$ cat config.mk
export PLATFORM = sky130hd
export DESIGN_NAME = multicycle_control
export DESIGN_NICKNAME = d
export VERILOG_FILES = /design/src/rtl/cpu_pkg.sv /design/src/rtl/alu_decoder.sv /design/src/rtl/multicycle_control.sv
export SDC_FILE = /design/constraint.sdc
export NUM_CORES = 1
export LEC_CHECK = 0
export ABC_CLOCK_PERIOD_IN_PS = 2500
export CAP_MARGIN = 5
export CORE_MARGIN = 2
export CORE_UTILIZATION = 43
export DETAILED_ROUTE_END_ITERATION = 7
export PLACE_DENSITY = 0.78
export RECOVER_POWER = 50
export SETUP_SLACK_MARGIN = 0.5
export SLEW_MARGIN = 30
export SYNTH_ARGS = -nofsm -noshare
export SYNTH_HDL_FRONTEND = slang
export SYNTH_SLANG_ARGS = --single-unit
$ cat constraint.sdc
create_clock -name clk -period 2.5 [get_ports clk]
set_clock_uncertainty 0.15 [all_clocks]
set_input_delay 0.25 -clock clk [delete_from_list [all_inputs] [get_ports clk]]
set_output_delay 0.25 -clock clk [all_outputs]
set_load 0.05 [all_outputs]
$ cat src/rtl/cpu_pkg.sv
// Shared types for the RV32I multi-cycle control path: ALU operations,
// sequencer states, halt reasons and the two supported opcodes.
package cpu_pkg;

   typedef enum logic [2:0] {
      ADD = 3'd0,
      SUB = 3'd1,
      AND = 3'd2,
      OR  = 3'd3,
      XOR = 3'd4,
      SLL = 3'd5,
      SRL = 3'd6,
      SLT = 3'd7
   } alu_op_t;

   localparam logic [6:0] OP_RTYPE = 7'b0110011;
   localparam logic [6:0] OP_ITYPE = 7'b0010011;

   typedef enum logic [2:0] {
      IDLE,
      FETCH,
      DECODE,
      EXECUTE,
      WRITEBACK,
      HALT
   } ctrl_state_t;

   typedef enum logic [1:0] {
      CAUSE_NONE    = 2'b00,
      CAUSE_ZERO    = 2'b01,
      CAUSE_ILLEGAL = 2'b10,
      CAUSE_TIMEOUT = 2'b11
   } halt_cause_t;

endpackage

$ cat src/rtl/alu_decoder.sv
// Combinational decode of the R/I ALU subset: maps opcode/funct fields to an
// ALU operation, the immediate-operand select and a legality flag.
module alu_decoder
   import cpu_pkg::*;
(
   input  logic [6:0] opcode,
   input  logic [2:0] funct3,
   input  logic [6:0] funct7,
   input  logic [6:0] imm_hi,
   output alu_op_t    alu_op,
   output logic       use_imm,
   output logic       legal
);

   // SRA/SRAI and SLTU/SLTIU are deliberately left out of the legal set.
   always_comb begin
      alu_op  = ADD;
      use_imm = 1'b0;
      legal   = 1'b0;
      if (opcode == OP_RTYPE) begin
         if (funct7 == 7'b0000000) begin
            legal = 1'b1;
            case (funct3)
               3'b000:  alu_op = ADD;
               3'b001:  alu_op = SLL;
               3'b010:  alu_op = SLT;
               3'b100:  alu_op = XOR;
               3'b101:  alu_op = SRL;
               3'b110:  alu_op = OR;
               3'b111:  alu_op = AND;
               default: legal  = 1'b0;
            endcase
         end else if (funct7 == 7'b0100000 && funct3 == 3'b000) begin
            alu_op = SUB;
            legal  = 1'b1;
         end
      end else if (opcode == OP_ITYPE) begin
         use_imm = 1'b1;
         legal   = 1'b1;
         case (funct3)
            3'b000: alu_op = ADD;
            3'b010: alu_op = SLT;
            3'b100: alu_op = XOR;
            3'b110: alu_op = OR;
            3'b111: alu_op = AND;
            3'b001: begin
               alu_op = SLL;
               legal  = (imm_hi == 7'b0000000);
            end
            3'b101: begin
               alu_op = SRL;
               legal  = (imm_hi == 7'b0000000);
            end
            default: legal = 1'b0;
         endcase
      end
   end

endmodule

$ cat src/rtl/multicycle_control.sv
// Multi-cycle sequencer: fetches over a valid/req handshake, holds the IR,
// and steps FETCH->DECODE->EXECUTE->WRITEBACK, halting on zero/illegal/timeout.
module multicycle_control
   import cpu_pkg::*;
#(
   parameter int FETCH_TIMEOUT = 16,
   parameter int CNT_W         = 32
) (
   input  logic             clk,
   input  logic             reset,
   input  logic             run,
   output logic             imem_req,
   input  logic             imem_valid,
   input  logic [31:0]      instruction,
   output logic             ir_write,
   output logic [4:0]       rs1,
   output logic [4:0]       rs2,
   output logic [4:0]       rd,
   output logic [11:0]      imm12,
   output alu_op_t          alu_op,
   output logic             use_imm,
   output logic             reg_write,
   output logic             pc_write,
   output logic             halted,
   output logic [1:0]       halt_cause,
   output logic [CNT_W-1:0] retired
);

   localparam int TW = (FETCH_TIMEOUT > 1) ? $clog2(FETCH_TIMEOUT) : 1;
   localparam logic [TW-1:0] TIMEOUT_LAST = TW'(FETCH_TIMEOUT - 1);

   ctrl_state_t state;
   halt_cause_t cause_q;
   logic [31:0] ir;
   logic [TW-1:0] ctr;

   alu_op_t dec_op;
   logic    dec_use_imm;
   logic    dec_legal;

   assign rs1        = ir[19:15];
   assign rs2        = ir[24:20];
   assign rd         = ir[11:7];
   assign imm12      = ir[31:20];
   assign halt_cause = cause_q;

   // The IR latches on the same edge that ends a valid FETCH cycle, so the
   // pulse has to be visible during that cycle rather than one cycle later.
   assign ir_write = (state == FETCH) && imem_valid;

   alu_decoder u_alu_decoder (
      .opcode  (ir[6:0]),
      .funct3  (ir[14:12]),
      .funct7  (ir[31:25]),
      .imm_hi  (ir[31:25]),
      .alu_op  (dec_op),
      .use_imm (dec_use_imm),
      .legal   (dec_legal)
   );

   // Outputs are registered alongside the state so they line up with it;
   // alu_op/use_imm are captured in DECODE and held through WRITEBACK.
   always_ff @(posedge clk or posedge reset) begin
      if (reset) begin
         state     <= IDLE;
         ir        <= 32'd0;
         ctr       <= '0;
         retired   <= '0;
         imem_req  <= 1'b0;
         alu_op    <= ADD;
         use_imm   <= 1'b0;
         reg_write <= 1'b0;
         pc_write  <= 1'b0;
         halted    <= 1'b0;
         cause_q   <= CAUSE_NONE;
      end else begin
         imem_req  <= 1'b0;
         reg_write <= 1'b0;
         pc_write  <= 1'b0;
         case (state)
            IDLE: begin
               if (run) begin
                  state    <= FETCH;
                  imem_req <= 1'b1;
               end
            end
            FETCH: begin
               if (imem_valid) begin
                  ir    <= instruction;
                  ctr   <= '0;
                  state <= DECODE;
               end else if (ctr == TIMEOUT_LAST) begin
                  state   <= HALT;
                  halted  <= 1'b1;
                  cause_q <= CAUSE_TIMEOUT;
               end else begin
                  ctr      <= ctr + TW'(1);
                  imem_req <= 1'b1;
               end
            end
            DECODE: begin
               if (ir == 32'd0) begin
                  state   <= HALT;
                  halted  <= 1'b1;
                  cause_q <= CAUSE_ZERO;
               end else if (dec_legal) begin
                  state   <= EXECUTE;
                  alu_op  <= dec_op;
                  use_imm <= dec_use_imm;
               end else begin
                  state   <= HALT;
                  halted  <= 1'b1;
                  cause_q <= CAUSE_ILLEGAL;
               end
            end
            EXECUTE: begin
               state     <= WRITEBACK;
               pc_write  <= 1'b1;
               reg_write <= (rd != 5'd0);
            end
            WRITEBACK: begin
               retired <= retired + CNT_W'(1);
               if (run) begin
                  state    <= FETCH;
                  imem_req <= 1'b1;
               end else begin
                  state <= IDLE;
               end
            end
            HALT: begin
               state <= HALT;
            end
            default: begin
               state <= IDLE;
            end
         endcase
      end
   end

endmodule
==> impl_metrics.yaml, run 1 <==
floorplanning:
  die_y_um: 97.9
  die_x_um: 97.9
  coreArea_um2: 8640
  rows: 34
  io_pins: 106
  start_util_pct: 43.9
  dieArea_um2: 9570
power:
  p_leak_nw: 2.19
  fin_total_pwr_w: 0.00557
  powerDensity_nw_per_um2: 1110
  ir_worst_vdd_uv: 831
final_layout:
  nets: 458
  n_antenna_cell: 0
  drive_above_1_share_pct: 23.5
  area_growth_syn_to_layout_pct: 32.1
  utilization_pct: 58.0
  stdcell_count: 533
clock_network:
  cts_root_buffer: "clkbuf_8"
  clk_path_buf_depth: 2
  numCtsBuffers: 9
  cts_tree: "done"
  clock_sink_count: 81
  htreeDepth: 3
  clk_pin_slew_worst_paths_ps: 80
  clkLatencyLatePin_ps: 350
sta:
  setup_violations: 0
  rsz0062_at_grt: "true"
  finalHoldViolations: 0
  final.setup.tns_ps: 0
  whs_ps: 331
  fmax_mhz: 482
  slew_headroom_pct: 39.2
  tightest_slew_ps: 907
  period_needed_ps: 2070
  period_share_pct: 83.0
  slew_viol_final: 0
placed_design:
  dp_hpwl_mm: 5.80
  place_inst: 498
  place.gp.congestion: 0.786
  portBuffers: 105
yosys:
  synth_flop_cell: "dfrtp_1"
  synth.cell_area_um2: 3790
  synth-async-reset-ratio_pct: 100
  synth_edf_count: 0
  seq_area_frac_synth_pct: 53.5
  ys_types: 47
  syn_nets: 357
  synth.avg_cell_area_um2: 11.9
  synth-seq-cells: 81
  synthCells: 319
  yosysWarningCount: 0
grt:
  antenna_found_initial: 0
  grt_pass1_wl_mm: 13.5
  grt_pass1_vias: 2795
  overflow: 0
  grt_max_degree: 63
  grt_usage_pct: 17.4
setup_path:
  worstSetupPathType: "reg -> reg"
  path_cells: "and4bb_1 > nand3_1 > nor4_4 > buf_4 > nand2_1 > xnor2_1"
  worst-path-max-fanout: 8
  crit_path_max_incr_delay_ps: 460
  critical-path-slowest-cell: "dfrtp_1"
  crit_family: "simple AND/OR/NAND/NOR gates"
  cp-end-kind: "flop"
  start_kind: "flop"
  r2r_setup_slack_ps: 430
  required_ps: 2590
  crit_buf_inv: 1
  crit_arrival_ps: 2160
routing:
  viasPerCell: 5.07
  drt_iter0_drc: 62
  drt_first_pass_iters: 4
  drc: 0
  wirelength_mm: 8.12
  vias: 2700
  drtAntennaViolNets: 0
  routedWlPerCell_um: 15.2
run_status:
  status: "complete, no violations"
min_path:
  hold_path.class: "reg -> reg"
flow_run:
  maxCapViolCount: 0
[stage by stage]
stage	setup WS (ps)	instance area [um2]
floorplan	503	3840
global placement	368	4830
detailed placement	363	4830
CTS	429	5070
global route	328	5000
finish	426	5000
[worst reg2reg max path, stage by stage, from the launching register on]
cell and delay [ps]:
dfrtp_1 460, and4bb_1 340, nand3_1 240, nor4_4 430, buf_4 170, nand2_1 50
xnor2_1 120
[logic make-up (layout without fill, tap and decap cells)]
family	after synthesis	count (layout)	synth area share [%]
fa+ha+maj	2	2	0.661
buf+inv	45	151	7.37
xor+xnor	34	34	7.86
compound gates	22	22	4.76
simple gates	99	99	15.2
mux	36	36	10.6
flops	81	81	53.5
[registers in the layout, indices dropped and copies added, names as in the netlist]
register / flops
halted: 1
halt_cause: 2
imem_req: 1
pc_write: 1
alu_op: 3
reg_write: 1
ctr: 4
state: 3
use_imm: 1
ir: 32
retired: 32
[cells in the final DEF, fill, tap and decap left out, types with 4 or more instances in the layout]
| cell type | Yosys | routed |
|---|---|---|
| nand3_1 | 10 | 10 |
| clkbuf_8 | 0 | 10 |
| dfrtp_1 | 81 | 61 |
| dlygate4sd2_1 | 0 | 11 |
| nor2_1 | 20 | 20 |
| nand4_1 | 7 | 7 |
| buf_4 | 27 | 16 |
| nand2_1 | 20 | 20 |
| nor3_1 | 8 | 8 |
| inv_1 | 9 | 8 |
| nor4_1 | 5 | 4 |
| or3_4 | 0 | 4 |
| xnor2_1 | 20 | 20 |
| clkbuf_1 | 2 | 31 |
| and4_1 | 4 | 4 |
| mux2_1 | 5 | 4 |
| clkdlybuf4s50_1 | 0 | 61 |
| o21ai_0 | 4 | 4 |
| xor2_1 | 14 | 14 |
| mux2_2 | 29 | 29 |
| dfrtp_2 | 0 | 20 |
| dlymetal6s2s_1 | 0 | 5 |
[what timing repair did]
action,in CTS,in global routing
hold buffers,0,0
setup endpoints to repair,29,57
gates resized for setup,17,35
buffers inserted,5,13
gates cloned,1,0
pin swaps,4,3
hold endpoints to repair,0,0
[layer usage]
layer | global-route usage (%) | share of wire, % | wire [um]
met5 | 0 | 0 | 0
met3 | 5.44 | 6.1 | 493
met4 | 4.17 | 1.1 | 92
met1 | 22.7 | 45 | 3620
met2 | 28.3 | 48 | 3910
[final timing paths]
path,endpoint,startpoint,cells after the start
setup / recovery,retired[29]$_DFFE_PP0N_,state[1]$_DFFE_PP0P_,6
hold / removal,retired[2]$_DFFE_PP0N_,retired[2]$_DFFE_PP0N_,1
setup reg to reg,retired[29]$_DFFE_PP0N_,state[1]$_DFFE_PP0P_,6
hold reg to reg,retired[2]$_DFFE_PP0N_,retired[2]$_DFFE_PP0N_,1
max in group asynchronous,retired[4]$_DFFE_PP0N_,reset,3
min in group asynchronous,ir[21]$_DFFE_PP0P_,reset,2
[Yosys cell counts (2+ instances only)]
| master | number | area (um2) |
|---|---|---|
| a21o_1 | 3 | 22.5 |
| mux2_2 | 29 | 327 |
| nor4_1 | 5 | 31.3 |
| nor3_1 | 8 | 40.0 |
| buf_4 | 27 | 203 |
| xnor2_1 | 20 | 175 |
| nor2_1 | 20 | 75.1 |
| mux2i_1 | 2 | 20.0 |
| nand3_1 | 10 | 50.1 |
| o21ai_0 | 4 | 20.0 |
| inv_1 | 9 | 33.8 |
| mux2_1 | 5 | 56.3 |
| and3_1 | 2 | 12.5 |
| dfrtp_1 | 81 | 2030 |
| nor3_2 | 3 | 30.0 |
| nand2_1 | 20 | 75.1 |
| and4_1 | 4 | 35.0 |
| and2_1 | 4 | 25.0 |
| clkbuf_1 | 2 | 7.51 |
| or3_1 | 5 | 31.3 |
| nand4_1 | 7 | 43.8 |
| a21oi_1 | 3 | 15.0 |
| ha_1 | 2 | 25.0 |
| buf_2 | 7 | 35.0 |
| xor2_1 | 14 | 123 |
| nand2b_1 | 2 | 12.5 |
[where the power goes]
| group | switching, W | internal (W) | total [W] |
|---|---|---|---|
| clock network | 0.000446 | 0.000386 | 0.000832 |
| registers | 0.000405 | 0.00169 | 0.00210 |
| logic | 0.00165 | 0.000992 | 0.00264 |
| total | 0.00250 | 0.00307 | 0.00557 |
[cell type report]
| class | instances | area [um2] |
|---|---|---|
| clock inverter | 3 | 17.5 |
| sequential | 81 | 2050 |
| timing repair buffer | 126 | 1100 |
| clock buffer | 13 | 149 |
| fill | 775 | 3630 |
| inverter | 9 | 35.0 |
| tap | 108 | 135 |
| multi-input combinational | 193 | 1520 |
Power figures use the tool's default switching activity.
==> run 2: changes to the inputs <==
--- a/config.mk
+++ b/config.mk
@@ -5,7 +5,7 @@
 export SDC_FILE = /design/constraint.sdc
 export NUM_CORES = 1
 export LEC_CHECK = 0
-export ABC_CLOCK_PERIOD_IN_PS = 2500
+export ABC_CLOCK_PERIOD_IN_PS = 1700
 export CAP_MARGIN = 5
 export CORE_MARGIN = 2
 export CORE_UTILIZATION = 43
==> constraint.sdc (replaced) <==
create_clock -name clk -period 1.7 [get_ports clk]
set_clock_uncertainty 0.15 [all_clocks]
set_input_delay 0.17 -clock clk [delete_from_list [all_inputs] [get_ports clk]]
set_output_delay 0.17 -clock clk [all_outputs]
set_load 0.05 [all_outputs]
==> run 2 against run 1 <==
  * The run now ends with negative setup slack left
  * Design area grew 40%
  * Die area unchanged
  * Global-route usage grew 6.1 points
  * Worst hold slack worse by 55 ps
  * Utilization rose by 23 points
  * Flip-flop and latch count is the same
  * Via count up 20%
  * Non-clock buffer count up 107
  * Maximum frequency rose by 3.6%
  * First-iteration DRC count increased by 6.5%
==> impl_metrics.yaml, run 2 (synthesis gave the netlist of run 1 again) <==
floorplanning:
  start_util_pct: 43.9
  die_x_um: 97.9
  die_y_um: 97.9
  dieArea_um2: 9570
  coreArea_um2: 8640
  io_pins: 106
  rows: 34
routing:
  drt_iter0_drc: 66
  drc: 0
  wl_met2_mm: 6.41
  viasPerCell: 5.07
  drtAntennaViolNets: 0
  vias: 3242
  wirelength_mm: 11.7
  wl_met3_um: 499
  wl_met1_mm: 4.43
  top_layer: "met4"
  routedWlPerCell_um: 18.3
  drt_first_pass_iters: 6
grt:
  antenna_found_initial: 0
  grt_usage_pct: 23.5
  overflow: 0
  grt_max_degree: 82
  grt_pass1_vias: 3595
  grt_pass1_wl_mm: 17.8
clock_network:
  htreeDepth: 3
  cts_tree: "done"
  numCtsBuffers: 9
  clk_path_buf_depth: 2
  clock_sink_count: 81
  clk_pin_slew_worst_paths_ps: 90
  clkLatencyLatePin_ps: 360
  cts_root_buffer: "clkbuf_8"
setup_path:
  worstSetupPathType: "reg -> reg"
  reg2regPathDepth: 4
  crit_family: "simple AND/OR/NAND/NOR gates"
  required_ps: 1780
  crit_buf_inv: 0
  worstSetupPathDepth: 4
  start_kind: "flop"
  path_cells: "or4_4 > o32ai_4 > nand4_4 > mux2_1"
  crit_arrival_ps: 2080
  crit_path_max_incr_delay_ps: 570
  worst-path-max-fanout: 6
  cp-end-kind: "flop"
  critical-path-slowest-cell: "or4_4"
min_path:
  hold_path_depth: 2
  hold_path.class: "in -> reg"
sta:
  rsz0062_at_grt: "true"
  slew_headroom_pct: 26.1
  slew_viol_final: 0
  fmax_mhz: 500
  tightest_slew_ps: 1110
  period_share_pct: 118
  final.setup.tns_ps: -8760
  finalHoldViolations: 0
  setup_slack_ps: -302
  period_needed_ps: 2000
  setup_violations: 72
placed_design:
  dp_hpwl_mm: 6.40
  place.gp.congestion: 0.923
  place_inst: 561
  portBuffers: 105
final_layout:
  top_regs: "ir: 32 flops, retired: 32 flops, ctr: 4 flops"
  n_fill_cell: 471
  multi_input_area_um2: 1970
  regArea_um2: 2060
  stdcell_count: 640
  nets: 565
  drive_above_1_share_pct: 64.1
  n_antenna_cell: 0
  final_common_cell: "buf_6"
  area_growth_syn_to_layout_pct: 84.7
  most-common-layout-cells: "buf_6 (88), buf_4 (60), dfrtp_1 (51)"
run_status:
  status: "finished, violations left"
  failed_checks: "negative setup slack"
flow_run:
  maxCapViolCount: 0
power:
  p_leak_nw: 3.26
  powerDensity_nw_per_um2: 1610
  ir_worst_vdd_uv: 1430
## run 2: cell count changes in the layout (fill, tap and decap cells not counted), moves of 14 or more
| cell | previous run | this run |
|---|---|---|
| clkdlybuf4s50_1 | 61 | 35 |
| clkbuf_1 | 31 | 2 |
| buf_8 | 0 | 40 |
| mux2_4 | 1 | 33 |
| buf_4 | 16 | 60 |
| mux2_2 | 29 | 0 |
| buf_6 | 0 | 88 |
| nor2_1 | 20 | 6 |
## run 2: power breakdown
group          total (W)  leakage [nW]  internal (W)  switching (W)
combinational    0.00673          2.18       0.00351        0.00322
clock            0.00141         0.100      0.000714       0.000695
sequential       0.00315         0.989       0.00251       0.000645
total             0.0113          3.26       0.00673        0.00456
## run 2: worst register-to-register path: stages, from the launching register on
cell and delay, ps:
dfrtp_1 380, or4_4 570, o32ai_4 270, nand4_4 180
mux2_1 340
## run 2: cell type report
class | instances | share of cell area, %
clock inverters | 4 | 0.644
multi-input cells | 193 | 28.2
clock buffers | 12 | 2.07
inverters | 9 | 0.572
well taps | 108 | 1.93
repair buffers | 233 | 37.1
flip-flops and latches | 81 | 29.5
## run 2: path summary, 6_finish.rpt
kind                                            to  slack [ps]                    start
max reg2reg                  alu_op[2]$_DFFE_PP0P_        -300       ir[25]$_DFFE_PP0P_
min reg2reg                retired[25]$_DFFE_PP0N_         360  retired[25]$_DFFE_PP0N_
max                          alu_op[2]$_DFFE_PP0P_        -300       ir[25]$_DFFE_PP0P_
max in group asynchronous       ir[23]$_DFFE_PP0P_         200                    reset
min in group asynchronous  retired[29]$_DFFE_PP0N_         400                    reset
min                              ir[7]$_DFFE_PP0P_         280           instruction[7]
## run 2: repair_timing
item | CTS | global route
gates cloned | 2 | 0
setup buffers | 39 | 22
gates resized for setup | 200 | 47
endpoints found under the hold margin | 0 | 0
endpoints found under the setup margin | 150 | 150
pin swaps | 45 | 23
hold buffers | 0 | 0
## run 2: through the flow
stage	worst slack, ps	util [%]	total power (W)	hold slack [ps]	instance area [um2]
3_3_place_gp	-268	61.9	0.00788	311	5340
5_1_grt	-386	81.0	0.0118	259	7000
4_1_cts	-297	76.8	0.0108	141	6630
3_5_place_dp	-305	61.9	0.00801	318	5340
2_1_floorplan	-285	-	0.00679	136	4090
6_report	-302	81.0	0.0113	276	7000
## run 2: metal layers
metal / track usage, % / up-vias
met5: 0 / -
met4: 7.16 / 0
li1: - / 1496
met1: 26.6 / 1599
met3: 5.15 / 33
met2: 43.8 / 114
==> run 3: changes to the inputs <==
--- a/config.mk
+++ b/config.mk
@@ -13,6 +13,7 @@
 export PLACE_DENSITY = 0.78
 export RECOVER_POWER = 50
 export SETUP_SLACK_MARGIN = 0.5
+export SKIP_LAST_GASP = 1
 export SLEW_MARGIN = 30
 export SYNTH_ARGS = -nofsm -noshare
 export SYNTH_HDL_FRONTEND = slang
==> run 3 against run 2 <==
  * The run still ends with negative setup slack left
  * Sequential share of layout area is 0.13 points higher
  * Register-to-register slack barely moved
  * Largest cell class unchanged
  * Worst setup slack improved by 1.3 ps
  * Utilization shrank 0.35 points
  * Sequential power about the same
  * Cell count rose by 0.94%
  * Combinational power down 3.1%
  * Clock power hardly changed
  * Power down 2.2%
==> impl_metrics.yaml, run 3 (synthesis gave the netlist of run 1 again) <==
power:
  fin_total_pwr_w: 0.0110
  powerDensity_nw_per_um2: 1590
  p_leak_nw: 3.28
  ir_worst_vdd_uv: 1560
clock_network:
  cts_hold_buffers: 0
  htreeDepth: 3
  cts_tree: "done"
  clk_pin_slew_worst_paths_ps: 70
  numCtsBuffers: 9
  clkLatencyLatePin_ps: 360
  cts_root_buffer: "clkbuf_8"
  clock_sink_count: 81
  clk_path_buf_depth: 2
min_path:
  hold_path.class: "in -> reg"
  hold_start: "instruction[12]"
sta:
  setup_violations: 72
  slew_headroom_pct: 27.7
  final.setup.tns_ps: -8620
  period_share_pct: 118
  period_needed_ps: 2000
  fmax_mhz: 500
  finalHoldViolations: 0
  rsz0062_at_grt: "true"
  setup_slack_ps: -301
  tightest_slew_ps: 1080
  slew_viol_final: 0
run_status:
  failed_checks: "negative setup slack"
  status: "finished, violations left"
setup_path:
  start_kind: "flop"
  critical-path-slowest-cell: "or4_4"
  reg2reg_from: "ir[25]$_DFFE_PP0P_"
  required_ps: 1780
  worst-path-max-fanout: 6
  worstSetupPathType: "reg -> reg"
  cp-end-kind: "flop"
  crit_arrival_ps: 2080
  crit_path_max_incr_delay_ps: 570
  path_cells: "or4_4 > o32ai_4 > nand4_4 > mux2_1"
  startpoint: "ir[25]$_DFFE_PP0P_"
routing:
  wirelength_mm: 11.0
  routedWlPerCell_um: 17.0
  drtAntennaViolNets: 0
  drt_first_pass_iters: 4
  drt_iter0_drc: 66
  viasPerCell: 5.04
  drc: 0
  vias: 3259
floorplanning:
  dieArea_um2: 9570
  die_x_um: 97.9
  rows: 34
  io_pins: 106
  coreArea_um2: 8640
  start_util_pct: 43.9
  die_y_um: 97.9
final_layout:
  n_fill_cell: 480
  most-common-layout-cells: "buf_6 (99), buf_4 (68), dfrtp_1 (51)"
  n_antenna_cell: 0
  drive_above_1_share_pct: 63.9
  area_growth_syn_to_layout_pct: 83.9
  nets: 571
  final_common_cell: "buf_6"
  top_regs: "ir: 32 flops, retired: 32 flops, ctr: 4 flops"
  utilization_pct: 80.7
placed_design:
  dp_hpwl_mm: 6.40
  portBuffers: 105
  place.gp.congestion: 0.923
grt:
  grt_usage_pct: 22.8
  grt_pass1_wl_mm: 17.4
  grt_max_degree: 82
  overflow: 0
  grt_pass1_vias: 3578
  antenna_found_initial: 0
flow_run:
  maxCapViolCount: 0
[run 3: routing by layer]
layer	track usage, %	up-vias	share of wire (%)
li1	-	1519	-
met1	26.3	1621	39
met2	42.0	101	55
met3	5.44	18	4.8
met4	6.52	0	1.7
met5	0	-	0
[run 3: final cells by class]
| type | count | area (um2) | area share (%) |
|---|---|---|---|
| timing repair buffer | 239 | 2580 | 37.1 |
| inverter | 9 | 40.0 | 0.575 |
| sequential | 81 | 2060 | 29.6 |
| clock inverter | 4 | 45.0 | 0.647 |
| clock buffer | 12 | 145 | 2.08 |
| tap | 108 | 135 | 1.94 |
| multi-input combinational | 193 | 1950 | 28.0 |
[run 3: what timing repair did]
item                       CTS  global route
setup endpoints to repair  150           150
pin swaps                   39            27
gates resized for setup    183            45
setup buffers               39            28
gates cloned                 2             0
[run 3: final timing paths]
check | to | slack (ps) | cells after the start
max | alu_op[2]$_DFFE_PP0P_ | -300 | 4
min | ir[12]$_DFFE_PP0P_ | 250 | 3
max reg2reg | alu_op[2]$_DFFE_PP0P_ | -300 | 4
min reg2reg | use_imm$_DFFE_PP0P_ | 360 | 2
max in group asynchronous | retired[10]$_DFFE_PP0N_ | 240 | 3
min in group asynchronous | retired[24]$_DFFE_PP0N_ | 390 | 3
[run 3: through the flow]
| stage | setup slack (ps) | std cells | area (um2) | hold WS [ps] |
|---|---|---|---|---|
| floorplan | -285 | 319 | 4090 | 136 |
| global placement | -268 | 561 | 5340 | 311 |
| detailed placement | -305 | 561 | 5340 | 318 |
| CTS | -297 | 618 | 6570 | 141 |
| global route | -386 | 646 | 6970 | 258 |
| finish | -301 | 646 | 6970 | 252 |
[run 3: where the power goes]
| group | switching [W] | total [W] | internal (W) | leakage (nW) |
|---|---|---|---|---|
| logic | 0.00316 | 0.00652 | 0.00336 | 2.19 |
| registers | 0.000612 | 0.00312 | 0.00250 | 0.989 |
| clock network | 0.000692 | 0.00140 | 0.000713 | 0.100 |
[run 3: worst max-delay path, delay by kind of cell (launching register included)]
family / cells / cell delay [ps]
AND/OR/NAND/NOR: 2 / 740
flip-flops: 1 / 380
multiplexers: 1 / 340
AO/OA/AOI/OAI: 1 / 270
